[src/rtl/memory_arbiter.sv]
// Round-robin arbiter sharing one memory port between the icache miss path and the
// dcache miss/writeback path; one transaction in flight, request and response pulses registered.

`ifndef ICACHE_LINE_WIDTH
`define ICACHE_LINE_WIDTH 128
`endif

package memory_arbiter_pkg;

    localparam int MEM_LINE_WIDTH = `ICACHE_LINE_WIDTH;

    typedef struct packed {
        logic [31:0]               addr;
        logic                      is_store;
        logic [MEM_LINE_WIDTH-1:0] data;
    } memory_request_t;

endpackage

module memory_arbiter
    import memory_arbiter_pkg::*;
#(
    parameter int LINE_WIDTH = `ICACHE_LINE_WIDTH
) (
    input  logic                  clock,
    input  logic                  reset,

    input  logic                  icache_req_valid,
    input  memory_request_t       icache_req_info,
    output logic                  icache_rsp_valid,
    output logic [LINE_WIDTH-1:0] icache_rsp_data,

    input  logic                  dcache_req_valid,
    input  memory_request_t       dcache_req_info,
    output logic                  dcache_rsp_valid,
    output logic [LINE_WIDTH-1:0] dcache_rsp_data,

    output logic                  mem_req_valid,
    output memory_request_t       mem_req_info,
    input  logic                  mem_rsp_valid,
    input  logic [LINE_WIDTH-1:0] mem_rsp_data,

    output logic                  arb_busy
);

    typedef enum logic [2:0] {
        S_IDLE,
        S_ISSUE,
        S_WAIT,
        S_RESP,
        S_DRAIN
    } state_t;

    localparam logic GRANT_ICACHE = 1'b0;
    localparam logic GRANT_DCACHE = 1'b1;

    state_t                r_state;
    logic                  r_lastGrant;
    logic                  r_owner;
    logic                  r_memReqValid;
    memory_request_t       r_memReqInfo;
    logic                  r_icacheRspValid;
    logic [LINE_WIDTH-1:0] r_icacheRspData;
    logic                  r_dcacheRspValid;
    logic [LINE_WIDTH-1:0] r_dcacheRspData;
    logic                  r_busy;

    logic                  w_anyReq;
    logic                  w_grant;
    memory_request_t       w_grantInfo;

    // On a tie the requester that did not win last time is chosen.
    always_comb begin
        w_anyReq = icache_req_valid | dcache_req_valid;
        if (icache_req_valid && dcache_req_valid) begin
            w_grant = ~r_lastGrant;
        end else if (dcache_req_valid) begin
            w_grant = GRANT_DCACHE;
        end else begin
            w_grant = GRANT_ICACHE;
        end
        w_grantInfo = (w_grant == GRANT_DCACHE) ? dcache_req_info : icache_req_info;
    end

    always_ff @(posedge clock) begin
        if (reset) begin
            r_state          <= S_IDLE;
            r_lastGrant      <= GRANT_ICACHE;
            r_owner          <= GRANT_ICACHE;
            r_memReqValid    <= 1'b0;
            r_memReqInfo     <= '0;
            r_icacheRspValid <= 1'b0;
            r_icacheRspData  <= '0;
            r_dcacheRspValid <= 1'b0;
            r_dcacheRspData  <= '0;
            r_busy           <= 1'b0;
        end else begin
            case (r_state)
                S_IDLE: begin
                    r_icacheRspValid <= 1'b0;
                    r_dcacheRspValid <= 1'b0;
                    if (w_anyReq) begin
                        r_owner       <= w_grant;
                        r_lastGrant   <= w_grant;
                        r_memReqInfo  <= w_grantInfo;
                        r_memReqValid <= 1'b1;
                        r_busy        <= 1'b1;
                        r_state       <= S_ISSUE;
                    end else begin
                        r_memReqValid <= 1'b0;
                        r_busy        <= 1'b0;
                    end
                end

                S_ISSUE: begin
                    r_memReqValid <= 1'b0;
                    r_state       <= S_WAIT;
                end

                // The memory line is captured here so the response pulse is purely registered.
                S_WAIT: begin
                    r_memReqValid <= 1'b0;
                    if (mem_rsp_valid) begin
                        if (r_owner == GRANT_DCACHE) begin
                            r_dcacheRspData  <= mem_rsp_data;
                            r_dcacheRspValid <= 1'b1;
                        end else begin
                            r_icacheRspData  <= mem_rsp_data;
                            r_icacheRspValid <= 1'b1;
                        end
                        r_state <= S_RESP;
                    end
                end

                S_RESP: begin
                    r_icacheRspValid <= 1'b0;
                    r_dcacheRspValid <= 1'b0;
                    r_state          <= S_DRAIN;
                end

                // Dead cycle gives the requester time to drop its level request.
                S_DRAIN: begin
                    r_icacheRspValid <= 1'b0;
                    r_dcacheRspValid <= 1'b0;
                    r_busy           <= 1'b0;
                    r_state          <= S_IDLE;
                end

                default: begin
                    r_memReqValid    <= 1'b0;
                    r_icacheRspValid <= 1'b0;
                    r_dcacheRspValid <= 1'b0;
                    r_busy           <= 1'b0;
                    r_state          <= S_IDLE;
                end
            endcase
        end
    end

    assign mem_req_valid    = r_memReqValid;
    assign mem_req_info     = r_memReqInfo;
    assign icache_rsp_valid = r_icacheRspValid;
    assign icache_rsp_data  = r_icacheRspData;
    assign dcache_rsp_valid = r_dcacheRspValid;
    assign dcache_rsp_data  = r_dcacheRspData;
    assign arb_busy         = r_busy;

endmodule

[config.mk]
export PLATFORM = sky130hd
export DESIGN_NAME = memory_arbiter
export DESIGN_NICKNAME = d
export VERILOG_FILES = /design/src/rtl/memory_arbiter.sv
export SDC_FILE = /design/constraint.sdc
export NUM_CORES = 1
export LEC_CHECK = 0
export CAP_MARGIN = 20
export CORE_AREA = 2 2 337 339
export CTS_CLUSTER_DIAMETER = 40
export DETAILED_ROUTE_END_ITERATION = 10
export DIE_AREA = 0 0 339 341
export SLEW_MARGIN = 10
export SYNTH_ARGS = -nofsm -noshare
export SYNTH_HDL_FRONTEND = slang
export SYNTH_SLANG_ARGS = --single-unit
[constraint.sdc]
create_clock -name clock -period 2.6 [get_ports clock]
set_input_delay 0.52 -clock clock [delete_from_list [all_inputs] [get_ports clock]]
set_output_delay 0.52 -clock clock [all_outputs]
set_load 0.01 [all_outputs]
# Word-level counts from Yosys, hierarchy flattened
# Cells that the tools add are included.
# W data, S select, Z words.
[word_totals]
regBits = 425
in_bits = 455
output_inout_bits = 421
wordCells = 47
[classes]
eq_ne = 8
muxes = 15
n_bitwise = 3
n_reduce_logical = 10
[op_table]
columns = ["op", "count"]
rows = [
  ["$mux W161", 1],
  ["$pmux W3 S4", 1],
  ["$reduce_and A3 Y1", 4],
  ["$ne A2 B2 Y1 const B", 4],
  ["$pmux W1 S2", 4],
  ["$mux W1", 7],
  ["$eq A3 B2 Y1 const B", 2],
  ["$mux W3", 2],
  ["$reduce_and A2 Y1", 2],
  ["$eq A3 B1 Y1 const B", 1],
  ["$eq A3 B3 Y1 const B", 1],
  ["$logic_not A3 Y1", 1],
  ["$reduce_or A3 Y1", 1],
  ["$not A1 Y1", 2],
  ["$reduce_or A2 Y1", 1],
  ["$logic_and A1 B1 Y1", 1],
  ["$or A1 B1 Y1", 1],
]

# Logic depth before layout (Yosys ltp)
[depth]
depth_word = 3
depth_mapped = 7
depth_no_buf = 3

# Worst setup path after synthesis
# OpenSTA, ideal clock, no wires.
[synth_timing]
kind = "input port to flip-flop"
startpoint = "input port dcache_req_valid"
endpoint = "register r_memReqInfo, in the netlist mem_req_info[114]"
setup_ns = 0.134
arrival_time_ns = 1.691
required_ns = 2.466
path_slack_ns = 0.775
cell_stages = 6
n_path_buf = 3
cell_sequence = "or2_2 nand4b_1 buf_2 clkbuf_1 buf_2 a221oi_1"
[synth_between]
elab_chain_cells = 3
word_cells_on_any_way = 6
[synth_rtl]
columns = ["item", "line", "rtl"]
rows = [
  ["from (decl)", "33", "input logic dcache_req_valid,"],
  ["$mux W1 / $logic_and A1 B1 Y1 (equally long branches)", "77, 75", ""],
  ["$mux W1", "75", "if (icache_req_valid && dcache_req_valid) begin"],
  ["$mux W161", "82", "w_grantInfo = (w_grant == GRANT_DCACHE) ? dcache_req_info : icache_req_info;"],
  ["to (signal assigned)", "105", "r_memReqInfo <= w_grantInfo;"],
  ["to (decl)", "61", "memory_request_t r_memReqInfo;"],
]
# Several ways; a longest one is shown, not always the timed one.
# A chain may end at the register's enable or synchronous reset.

# Final worst setup path
[layout_timing]
startpoint = "register r_state[1]"
endpoint = "register r_icacheRspData[74] (netlist: icache_rsp_data[74])"
[layout_between]
elab_chain_cells = 2
[layout_rtl]
columns = ["item", "line", "rtl"]
rows = [
  ["from (decl)", "57", "state_t r_state;"],
  ["from (signal assigned)", "87", "r_state <= S_IDLE;"],
  ["from (signal assigned)", "108", "r_state <= S_ISSUE;"],
  ["from (signal assigned)", "117", "r_state <= S_WAIT;"],
  ["$eq A3 B2 Y1", "98", "case (r_state)"],
  ["$reduce_and A3 Y1 (no line)", "n/a", ""],
  ["to (signal assigned)", "128", "r_icacheRspData <= mem_rsp_data;"],
  ["to (decl)", "63", "logic [LINE_WIDTH-1:0] r_icacheRspData;"],
]
# Every way passes these cells.

==> key figures <==
Outcome
  • Status: finished clean

Global routing
  • GRT Overall Usage: between 10% and 20%
  • First-pass GRT wire length: between 100000 and 150000 um
  • Vias in the first global route: roughly 18000
  • Largest net degree at the start of global routing: approximately 110
  • Initial antenna violation count: 6
  • Grt ovf: 0

Power and ir drop
  • Lkg Pwr: about 12 nW
  • PD cells: around 750 mW/mm^2
  • Worst VDD drop: around 510 uV

Die
  • Die span in y: roughly 340 um
  • Initial core utilization: between 10% and 20%
  • Die area: roughly 0.12 mm^2
  • Core area: 0.112 mm^2
  • I/O Pins: between 800 and 900
  • Number of core rows: around 120
  • Die W: 339 um

Drt
  • Drt total wl: 85000 um
  • DRT Pass-1 Iters: 6
  • Avg WL per Cell: ~20 um
  • Antenna viol nets, final: 0
  • Via count: ~18000
  • Vias/cell: between 4 and 5
  • DRC: 0
  • DR iter-0 viols: around 860

Placed design
  • Placed standard-cell area: 0.0289 mm^2
  • Placer Congestion: ~0.89
  • PortBufs: slightly below 900
  • Post-DP HPWL: between 60000 and 70000 um
  • Worst slack, placed: -67.7 ps
  • Placed Instances: 4204

CTS
  • Post-cts sizing count: 0
  • Maximum clock path buffer count: 3
  • Clock Latency Late Sink: slightly above 600 ps
  • Clock sinks: about 430
  • CTS H-tree lvls: 3
  • Post-CTS Setup Bufs: 0
  • Clk root buf: clkbuf_16
  • Num CTS Buffers: 83
  • CTS tree: done
  • Clock-pin slew on the worst setup and hold paths: roughly 50 ps
  • Hold Buf Count CTS: 0

STA
  • Skew final: 17.7 ps
  • Fmax achieved: 431 MHz
  • # setup viols final: 0
  • Final Worst Setup Slack: between 200 and 300 ps
  • Slew Limit Headroom: about 53%
  • Final slew viol count: 0
  • Hold Slack: 342 ps
  • Setup TNS: 0 ps
  • RSZ-0062 raised after global routing: false
  • Worst slew pin tran: between 700 and 800 ps
  • Minimum clock period: roughly 2300 ps
  • Hold Fails Final Rpt: 0
  • Fin crit share: 89.1%

Synth
  • Post-synthesis compound-gate area fraction: between 10% and 20%
  • Number of flops mapped to enable cells by yosys: 0
  • Yosys top cell area share: between 40 and 50%
  • Post-synth top area cell: dfxtp_1
  • Largest family of logic cells by synthesized area: simple AND/OR/NAND/NOR gates
  • Area contributors post-synth: dfxtp_1 47%, mux2i_1 7.1%, nor3_1 6.4%, a31o_2 6.2%, nand2_1 6.1%
  • XOR/XNOR Fraction of Synth Area: less than 1%
  • Sequential fraction of the synthesis area: a little under half
  • Avg Inst Size Synth: 9.36 um^2
  • Synthesized flop and latch total: roughly 430
  • Proportion of synthesized area in mux cells: 7.14%
  • FFs w/ async S/R, synth: 0%
  • Adder-Cell Fraction of Synth Area: 0%
  • Cells after Synth: 1934
  • Post-synth cell types: 30
  • Mapped cell area: around 0.018 mm^2
  • Post-Synth Simple-Gate Area: a little over a fifth
  • Yosys warns: 0
  • Ys flop type: dfxtp_1
  • Syn Nets: about 2400

Setup path
  • Crit end category: flip-flop
  • Critical Path Slowest Stage Cell: dfxtp_1
  • Cell family with most CP delay: simple AND/OR/NAND/NOR gates
  • Arrival @ worst endpoint: roughly 2900 ps
  • WS Path Type: reg -> reg
  • Crit-path cells: nand3b_1 -> nor3_2 -> buf_12 -> buf_4 -> mux2i_1
  • Crit path max fanout: 33
  • Number of buffers and inverters on the critical path: 2
  • CP max stage delay: between 600 and 700 ps
  • Startpoint types: flip-flop
  • Worst EP required: roughly 3200 ps

Cells and area
  • FILL cells: around 12000
  • Most frequent cells in the layout: 874 x clkdlybuf4s50_1, 424 x dfxtp_1, 293 x nand2_1, 230 x nor3_1, 160 x inv_1
  • Share of cells above drive strength 1: between 10% and 20%
  • Commonest non-fill, non-tap cell in the layout: clkdlybuf4s50_1
  • Final std cells w/o fill: between 4000 and 5000
  • Ant. Diodes: 0
  • # nets final: roughly 3200
  • Area delta synth->final: 75.7%
  • Fin area: between 0.03 and 0.04 mm^2

Run
  • Max cap viols: 0

Min path
  • Hold Crit Class: in -> reg
final timing paths:
kind	endpoint	cells past startpoint	startpoint	slack, ps
max	icache_rsp_data[74]	5	r_state[1]	280
min	icache_rsp_data[84]	4	reset	340
max reg2reg	icache_rsp_data[74]	5	r_state[1]	280
min reg2reg	icache_rsp_data[99]	2	icache_rsp_data[99]	450
worst register-to-register path: stages (launching register included):
cell	delay (ps)
dfxtp_1	660
nand3b_1	380
nor3_2	310
buf_12	310
buf_4	370
mux2i_1	220
through the flow:
| step | utilization, % | power [mW] |
|---|---|---|
| finish | 28.4 | 23.7 |
| global route | 28.4 | 24.7 |
| CTS | 28.4 | 24.1 |
| detailed placement | 25.8 | 12.7 |
| global placement | 25.8 | 12.7 |
| floorplan | - | 9.63 |
flip-flops by register name, indices dropped and copies added (netlist names):
register	count
icache_rsp_valid	1
arb_busy	1
mem_req_info	161
dcache_rsp_valid	1
mem_req_valid	1
r_state	3
icache_rsp_data	128
r_owner	1
dcache_rsp_data	128
synth_stat cells, types with 2 or more instances:
library cell	instances
a21oi_1	3
nor3_2	60
nand4b_1	3
buf_6	11
buf_4	6
nor2b_1	2
inv_1	161
a221oi_2	69
nand3b_1	2
a31o_2	128
a221oi_1	91
or2_2	4
nand2_1	293
nor3_1	231
nor2_1	3
clkbuf_1	115
buf_1	11
mux2i_1	129
a211oi_1	2
dfxtp_1	425
nand2b_1	128
buf_2	49
final cells by class:
cell class | count | area (um^2) | area share [%]
clock buffer | 102 | 2220 | 6.98
clock inverter | 51 | 699 | 2.20
inverter | 161 | 612 | 1.92
multi-input combinational | 1156 | 8120 | 25.5
sequential | 425 | 8510 | 26.8
tap | 1500 | 1880 | 5.90
timing repair buffer | 962 | 9760 | 30.7
kinds of logic (layout without fill, tap and decap cells):
| kind of cell | count (synthesis) | in the layout |
|---|---|---|
| and+or+nand+nor | 729 | 729 |
| muxes | 129 | 129 |
| xor gates and xnor gates | 1 | 1 |
| buffers and inverters | 353 | 1276 |
| AOI/OAI and AO/OA | 297 | 297 |
| DFF | 425 | 425 |
where the power goes:
| group | leakage (nW) | internal [mW] | switching [mW] |
|---|---|---|---|
| registers | 3.48 | 7.19 | 0.433 |
| logic | 6.73 | 2.54 | 2.34 |
| clock network | 1.41 | 7.33 | 3.88 |
layer usage:
layer  track usage [%]  share of wire, %
met1              16.1                40
met2              22.7                46
met3              5.61               9.5
met4              6.77               4.4
met5                 0             0.096
Note: power is estimated with default switching activity, not from simulation.
